===== src/rtl/branch_predict_unit_pkg.sv =====
// rtl/branch_predict_unit_pkg.sv - shared constants and 2-bit counter helpers for the branch predictor
package branch_predict_unit_pkg;

    localparam logic [31:0] BPU_RESET_PC = 32'h1c00_0000;

    typedef enum logic [1:0] {
        CTR_SNT = 2'b00,
        CTR_WNT = 2'b01,
        CTR_WT  = 2'b10,
        CTR_ST  = 2'b11
    } ctr_e;

    // Saturating step towards the observed direction; the ends never wrap.
    function automatic ctr_e ctr_train(input ctr_e c, input logic taken);
        ctr_e n;
        unique case (c)
            CTR_SNT: n = taken ? CTR_WNT : CTR_SNT;
            CTR_WNT: n = taken ? CTR_WT  : CTR_SNT;
            CTR_WT:  n = taken ? CTR_ST  : CTR_WNT;
            default: n = taken ? CTR_ST  : CTR_WT;
        endcase
        return n;
    endfunction

endpackage


===== src/rtl/branch_predict_unit_if.sv =====
// rtl/branch_predict_unit_if.sv - fetch, redirect and training signals between predictor and pipeline
interface branch_predict_unit_if;
    logic        fetch_ready;
    logic        fetch_valid;
    logic [31:0] fetch_pc;
    logic [31:0] pred_pc;
    logic        br_taken_cancel;
    logic [31:0] redirect_pc;
    logic        upd_valid;
    logic [31:0] upd_pc;
    logic        upd_taken;
    logic [31:0] upd_target;

    modport master (
        output fetch_valid, fetch_pc, pred_pc,
        input  fetch_ready, br_taken_cancel, redirect_pc,
        input  upd_valid, upd_pc, upd_taken, upd_target
    );

    modport slave (
        input  fetch_valid, fetch_pc, pred_pc,
        output fetch_ready, br_taken_cancel, redirect_pc,
        output upd_valid, upd_pc, upd_taken, upd_target
    );
endinterface


===== src/rtl/branch_predict_unit_btb.sv =====
// rtl/branch_predict_unit_btb.sv - direct-mapped BTB: combinational lookup, synchronous training write
module branch_predict_unit_btb
    import branch_predict_unit_pkg::*;
#(
    parameter int BTB_ENTRIES = 16
) (
    input  logic        clk,
    input  logic        resetn,
    input  logic [31:2] rd_pc,
    output logic        rd_taken,
    output logic [31:0] rd_target,
    input  logic        wr_en,
    input  logic [31:2] wr_pc,
    input  logic        wr_taken,
    input  logic [31:0] wr_target
);
    localparam int IDX_W = $clog2(BTB_ENTRIES);
    localparam int TAG_W = 30 - IDX_W;

    logic [BTB_ENTRIES-1:0] valid;
    logic [TAG_W-1:0]       tag_mem    [BTB_ENTRIES];
    logic [31:0]            target_mem [BTB_ENTRIES];
    ctr_e                   ctr_mem    [BTB_ENTRIES];

    logic [IDX_W-1:0] rd_idx, wr_idx;
    logic [TAG_W-1:0] rd_tag, wr_tag;
    logic             rd_hit, wr_hit;

    assign rd_idx    = rd_pc[IDX_W+1:2];
    assign rd_tag    = rd_pc[31:IDX_W+2];
    assign rd_hit    = valid[rd_idx] && (tag_mem[rd_idx] == rd_tag);
    assign rd_taken  = rd_hit && ctr_mem[rd_idx][1];
    assign rd_target = target_mem[rd_idx];

    assign wr_idx = wr_pc[IDX_W+1:2];
    assign wr_tag = wr_pc[31:IDX_W+2];
    assign wr_hit = valid[wr_idx] && (tag_mem[wr_idx] == wr_tag);

    always_ff @(posedge clk or negedge resetn) begin
        if (!resetn) begin
            valid <= '0;
        end else if (wr_en && !wr_hit && wr_taken) begin
            valid[wr_idx] <= 1'b1;
        end
    end

    // Payload is not reset: an entry is meaningless until its valid bit is set.
    always_ff @(posedge clk) begin
        if (wr_en) begin
            if (wr_hit) begin
                ctr_mem[wr_idx] <= ctr_train(ctr_mem[wr_idx], wr_taken);
                if (wr_taken) begin
                    target_mem[wr_idx] <= wr_target;
                end
            end else if (wr_taken) begin
                tag_mem[wr_idx]    <= wr_tag;
                target_mem[wr_idx] <= wr_target;
                ctr_mem[wr_idx]    <= CTR_WT;
            end
        end
    end

endmodule


===== src/rtl/branch_predict_unit.sv =====
// rtl/branch_predict_unit.sv - fetch PC register and BTB next-PC prediction; BP_PERF_CNT_EN adds perf counters
module branch_predict_unit
    import branch_predict_unit_pkg::*;
#(
    parameter int          BTB_ENTRIES = 16,
    parameter logic [31:0] RESET_PC    = BPU_RESET_PC
) (
    input  logic                  clk,
    input  logic                  resetn,
    branch_predict_unit_if.master bpu
`ifdef BP_PERF_CNT_EN
    ,
    output logic [31:0]           perf_br_cnt,
    output logic [31:0]           perf_mispred_cnt
`endif
);
    logic [31:0] pc_q;
    logic        valid_q;
    logic        btb_taken;
    logic [31:0] btb_target;
    logic [1:0]  unused_upd_lsb;

    assign unused_upd_lsb = bpu.upd_pc[1:0];

    branch_predict_unit_btb #(
        .BTB_ENTRIES(BTB_ENTRIES)
    ) u_btb (
        .clk       (clk),
        .resetn    (resetn),
        .rd_pc     (pc_q[31:2]),
        .rd_taken  (btb_taken),
        .rd_target (btb_target),
        .wr_en     (bpu.upd_valid),
        .wr_pc     (bpu.upd_pc[31:2]),
        .wr_taken  (bpu.upd_taken),
        .wr_target (bpu.upd_target)
    );

    // The instruction fetched during a redirect cycle is wrong-path, so it is never offered.
    assign bpu.fetch_pc    = pc_q;
    assign bpu.fetch_valid = valid_q && !bpu.br_taken_cancel;
    assign bpu.pred_pc     = btb_taken ? btb_target : pc_q + 32'd4;

    always_ff @(posedge clk or negedge resetn) begin
        if (!resetn) begin
            pc_q    <= RESET_PC;
            valid_q <= 1'b0;
        end else begin
            valid_q <= 1'b1;
            if (bpu.br_taken_cancel) begin
                pc_q <= bpu.redirect_pc;
            end else if (bpu.fetch_valid && bpu.fetch_ready) begin
                pc_q <= bpu.pred_pc;
            end
        end
    end

`ifdef BP_PERF_CNT_EN
    always_ff @(posedge clk or negedge resetn) begin
        if (!resetn) begin
            perf_br_cnt      <= '0;
            perf_mispred_cnt <= '0;
        end else begin
            if (bpu.upd_valid) begin
                perf_br_cnt <= perf_br_cnt + 32'd1;
            end
            if (bpu.br_taken_cancel) begin
                perf_mispred_cnt <= perf_mispred_cnt + 32'd1;
            end
        end
    end
`endif

endmodule


===== src/flat_wrapper.sv =====
// flat-port wrapper written by rule: the top's interface ports become plain ports
module branch_predict_unit_flat import branch_predict_unit_pkg::*;
#(
    parameter int          BTB_ENTRIES = 16,
    parameter logic [31:0] RESET_PC    = BPU_RESET_PC
)
  (clk, resetn, bpu_fetch_valid, bpu_fetch_pc, bpu_pred_pc, bpu_fetch_ready, bpu_br_taken_cancel, bpu_redirect_pc, bpu_upd_valid, bpu_upd_pc, bpu_upd_taken, bpu_upd_target);
  branch_predict_unit_if bpu_i ();
  input  logic clk;
  input  logic resetn;
  output wire logic [$bits(bpu_i.fetch_valid)-1:0] bpu_fetch_valid;
  output wire logic [$bits(bpu_i.fetch_pc)-1:0] bpu_fetch_pc;
  output wire logic [$bits(bpu_i.pred_pc)-1:0] bpu_pred_pc;
  input wire logic [$bits(bpu_i.fetch_ready)-1:0] bpu_fetch_ready;
  input wire logic [$bits(bpu_i.br_taken_cancel)-1:0] bpu_br_taken_cancel;
  input wire logic [$bits(bpu_i.redirect_pc)-1:0] bpu_redirect_pc;
  input wire logic [$bits(bpu_i.upd_valid)-1:0] bpu_upd_valid;
  input wire logic [$bits(bpu_i.upd_pc)-1:0] bpu_upd_pc;
  input wire logic [$bits(bpu_i.upd_taken)-1:0] bpu_upd_taken;
  input wire logic [$bits(bpu_i.upd_target)-1:0] bpu_upd_target;
  assign bpu_fetch_valid = bpu_i.fetch_valid;
  assign bpu_fetch_pc = bpu_i.fetch_pc;
  assign bpu_pred_pc = bpu_i.pred_pc;
  assign bpu_i.fetch_ready = bpu_fetch_ready;
  assign bpu_i.br_taken_cancel = bpu_br_taken_cancel;
  assign bpu_i.redirect_pc = bpu_redirect_pc;
  assign bpu_i.upd_valid = bpu_upd_valid;
  assign bpu_i.upd_pc = bpu_upd_pc;
  assign bpu_i.upd_taken = bpu_upd_taken;
  assign bpu_i.upd_target = bpu_upd_target;
  branch_predict_unit #(.BTB_ENTRIES(BTB_ENTRIES), .RESET_PC(RESET_PC)) u_core (.clk(clk), .resetn(resetn), .bpu(bpu_i));
endmodule

===== config.mk =====
export PLATFORM = sky130hd
export DESIGN_NAME = branch_predict_unit_flat
export DESIGN_NICKNAME = d
export VERILOG_FILES = /design/src/rtl/branch_predict_unit_pkg.sv /design/src/rtl/branch_predict_unit_if.sv /design/src/rtl/branch_predict_unit_btb.sv /design/src/rtl/branch_predict_unit.sv /design/src/flat_wrapper.sv
export SDC_FILE = /design/constraint.sdc
export NUM_CORES = 1
export LEC_CHECK = 0
export BUFFER_PORTS_ARGS = -buffer_cell sky130_fd_sc_hd__buf_2
export CORE_MARGIN = 10
export CORE_UTILIZATION = 55
export DETAILED_ROUTE_END_ITERATION = 6
export GPL_TIMING_DRIVEN = 0
export PLACE_DENSITY_LB_ADDON = 0.08
export SETUP_SLACK_MARGIN = 0.05
export SLEW_MARGIN = 10
export SYNTH_ARGS = -nofsm -noshare
export SYNTH_HDL_FRONTEND = slang
export SYNTH_SLANG_ARGS = --single-unit
export TNS_END_PERCENT = 5

===== constraint.sdc =====
create_clock -name clk -period 9.84 [get_ports clk]
set_input_delay 1.968 -clock clk [delete_from_list [all_inputs] [get_ports clk]]
set_output_delay 1.968 -clock clk [all_outputs]
set_load 0.01 [all_outputs]

==> flow_summary.json <==
{
  "cp-start-kind": "flop",
  "status": "complete, but fails checks",
  "ant_nets": 0,
  "holdBufCountCts": 0,
  "ir_drop_v": 0.000167,
  "arrival_ps": 6330,
  "grt_pass1_wl_um": 200000,
  "post_drt_via_cell_ratio": 7.11,
  "rows": 103,
  "post_drt_wl_per_cell_um": 39.4,
  "synth_top_family_by_area": "multiplexers",
  "final_cell_mix": "960 x edfxtp_1, 369 x mux4_2, 196 x buf_2",
  "synth-simple-area-share_pct": 3.27,
  "dr.pass1.iters": 7,
  "grt_usage_pct": 31.4,
  "finalClockSkew_ps": 32.9,
  "maxSlewViolCount": 0,
  "syn2layout_area_growth_pct": 15.0,
  "netlist_area_um2": 44200,
  "yosysSeqAreaShare_pct": 68.0,
  "rsz0062_at_grt": "no",
  "design.die.area_um2": 92100,
  "vias": 26072,
  "finalHoldViolations": 0,
  "ys_seq_elements": 1009,
  "totalWireLength_um": 144000,
  "syn_nets": 2325,
  "ff2ff_path_depth": 12,
  "port_buffers": 160,
  "wl_met3_um": 17200,
  "failed_checks": "DRC",
  "end_kind": "output port",
  "antenna_found_initial": 12,
  "synth-compound-area-share_pct": 3.19,
  "fillers": 5526,
  "final_nets": 2630,
  "yosysTopAreaCellShare_pct": 65.2,
  "ys.flop_type": "edfxtp_1",
  "drc": 4,
  "grt_remaining_overflow": 0,
  "ctsResizeCount": 0,
  "die_w_um": 304,
  "gp_congestion": 0.936,
  "layout_commonest_cell": "edfxtp_1",
  "ys_async_sr_fraction_pct": 4.86,
  "numCtsBuffers": 104,
  "synth_xor_area_share_pct": 1.27,
  "required_ps": 7870,
  "ys_top_cells_by_area": "edfxtp_1 65%, mux4_2 19%, dfrtp_1 2.6%, mux2i_1 2.3%, xnor2_1 0.93%",
  "min_period_over_period_pct": 84.3,
  "drive_gt1_share_pct": 34.0,
  "setup_viol": 0,
  "ios": 167,
  "tns_ps": 0,
  "cts_htree_levels": 3,
  "synth_top_cell_by_area": "edfxtp_1",
  "synth_edf_count": 960,
  "maxCapViolations": 0,
  "wl_met1_um": 52600,
  "root_buffer": "clkbuf_16",
  "avgSynthCellArea_um2": 19.9,
  "timing.fmax_ghz": 0.121,
  "dieHeight_um": 304,
  "synth_fa_ha_area_share_pct": 0.0283,
  "slew_headroom_pct": 5.24,
  "core_um2": 79400,
  "drtIter0Drc": 3676,
  "worstSkewPairLatency_ps": 690,
  "pwr_density_cell_nw_per_um2": 200,
  "total_power_mw": 10.1,
  "fin_ws_ps": 1540,
  "timing_worst_setup_path_type": "reg -> out",
  "route.met2.wl_um": 67700,
  "fin_crit_ps": 8300,
  "hold-path-cell-count": 1,
  "initial_utilization_pct": 55.7,
  "clock_sinks": 1009,
  "synth_warnings": 0,
  "grt_pass1_vias": 26129,
  "path_max_fanout": 10,
  "pre_cts_ws_ps": 2010,
  "synth_cell_types": 78,
  "dp_hpwl_um": 98100,
  "clk_pin_slew_ps": 60,
  "p_leak_nw": 16.7,
  "post_cts_buffers": 0,
  "whs_ps": 499,
  "synthMuxAreaShare_pct": 22.4,
  "multi_input_comb_area_um2": 13600,
  "worst_slew_pin_slew_ps": 1420,
  "hp-class": "reg -> reg",
  "grt_max_degree": 50,
  "cts_tree": "done",
  "synth_cells": 2222,
  "clockBufferDepth": 3,
  "regArea_um2": 30100,
  "routed.top_layer": "met5"
}
[report_power, final]
group	switching (mW)	leakage (nW)	internal, mW
Combinational	0.809	5.75	0.520
Clock	1.70	1.68	2.27
Sequential	0.0647	9.22	4.78
Total	2.57	16.7	7.57
[per-stage QoR]
step / std cells / instance area (µm²) / util, %
2_1_floorplan: 2222 / 44200 / -
3_3_place_gp: 3432 / 46300 / 58.4
4_1_cts: 3662 / 50800 / 64.0
3_5_place_dp: 3471 / 47400 / 59.7
6_report: 3665 / 50800 / 64.0
5_1_grt: 3662 / 50800 / 64.0
[cell families after synthesis]
kind of cell / Yosys count
AO/OA/AOI/OAI: 178
flip-flops: 1009
adder cells (fa/ha/maj): 1
multiplexers: 512
other: 1
XOR/XNOR: 64
AND/OR/NAND/NOR: 284
buffers and inverters: 173
[layer usage]
| metal | vias up | track usage [%] |
|---|---|---|
| li1 | 10030 | - |
| met1 | 13757 | 42.2 |
| met2 | 1919 | 49.0 |
| met3 | 356 | 8.24 |
| met4 | 10 | 12.4 |
| met5 | - | 0 |
[cell usage after synthesis (29+ instances only)]
master	instances
buf_2	36
nand2_1	49
xnor2_1	47
a221o_1	29
nor2_1	60
mux4_2	369
clkbuf_1	71
dfrtp_1	46
mux2i_1	100
nor3_1	40
edfxtp_1	960
nand3_1	31
[worst paths after layout]
kind / from / end / slack (ps)
setup / recovery: u_core.bpu.fetch_pc[2] / bpu_pred_pc[21] / 1540
hold / removal: u_core.u_btb.valid[3] / u_core.u_btb.valid[3] / 500
setup reg to reg: u_core.bpu.fetch_pc[2] / u_core.bpu.fetch_pc[25] / 4040
hold reg to reg: u_core.u_btb.valid[3] / u_core.u_btb.valid[3] / 500
max in group asynchronous: resetn / u_core.bpu.fetch_pc[15] / 7860
min in group asynchronous: resetn / u_core.u_btb.valid[8] / 1370
[flip-flops by register name, indices dropped and copies added (netlist names)]
name / flops
u_core.valid_q: 1
u_core.bpu.fetch_pc: 32
u_core.u_btb.valid: 16
u_core.u_btb.ctr_mem: 32
u_core.u_btb.target_mem: 512
u_core.u_btb.tag_mem: 416
[worst max-delay path, stage by stage, from the launching register on]
cell       delay, ps
dfrtp_1          470
buf_6            240
buf_6            300
buf_4            330
buf_2            570
mux2i_1          770
mux2i_1          210
a2111oi_0        840
a31oi_1          270
nor4_4           600
buf_6            270
buf_6            190
mux2_2           390
buf_2            150
[area by class of cell]
cell class,count,area share [%]
antenna,3,0.0148
buffer,147,1.48
clock buffer,126,5.44
clock inverter,65,1.30
inverter,26,0.192
multi-input combinational,1040,26.7
sequential,1009,59.1
tap,1050,2.58
timing repair buffer,199,3.17
(Power assumes the default switching activity.)
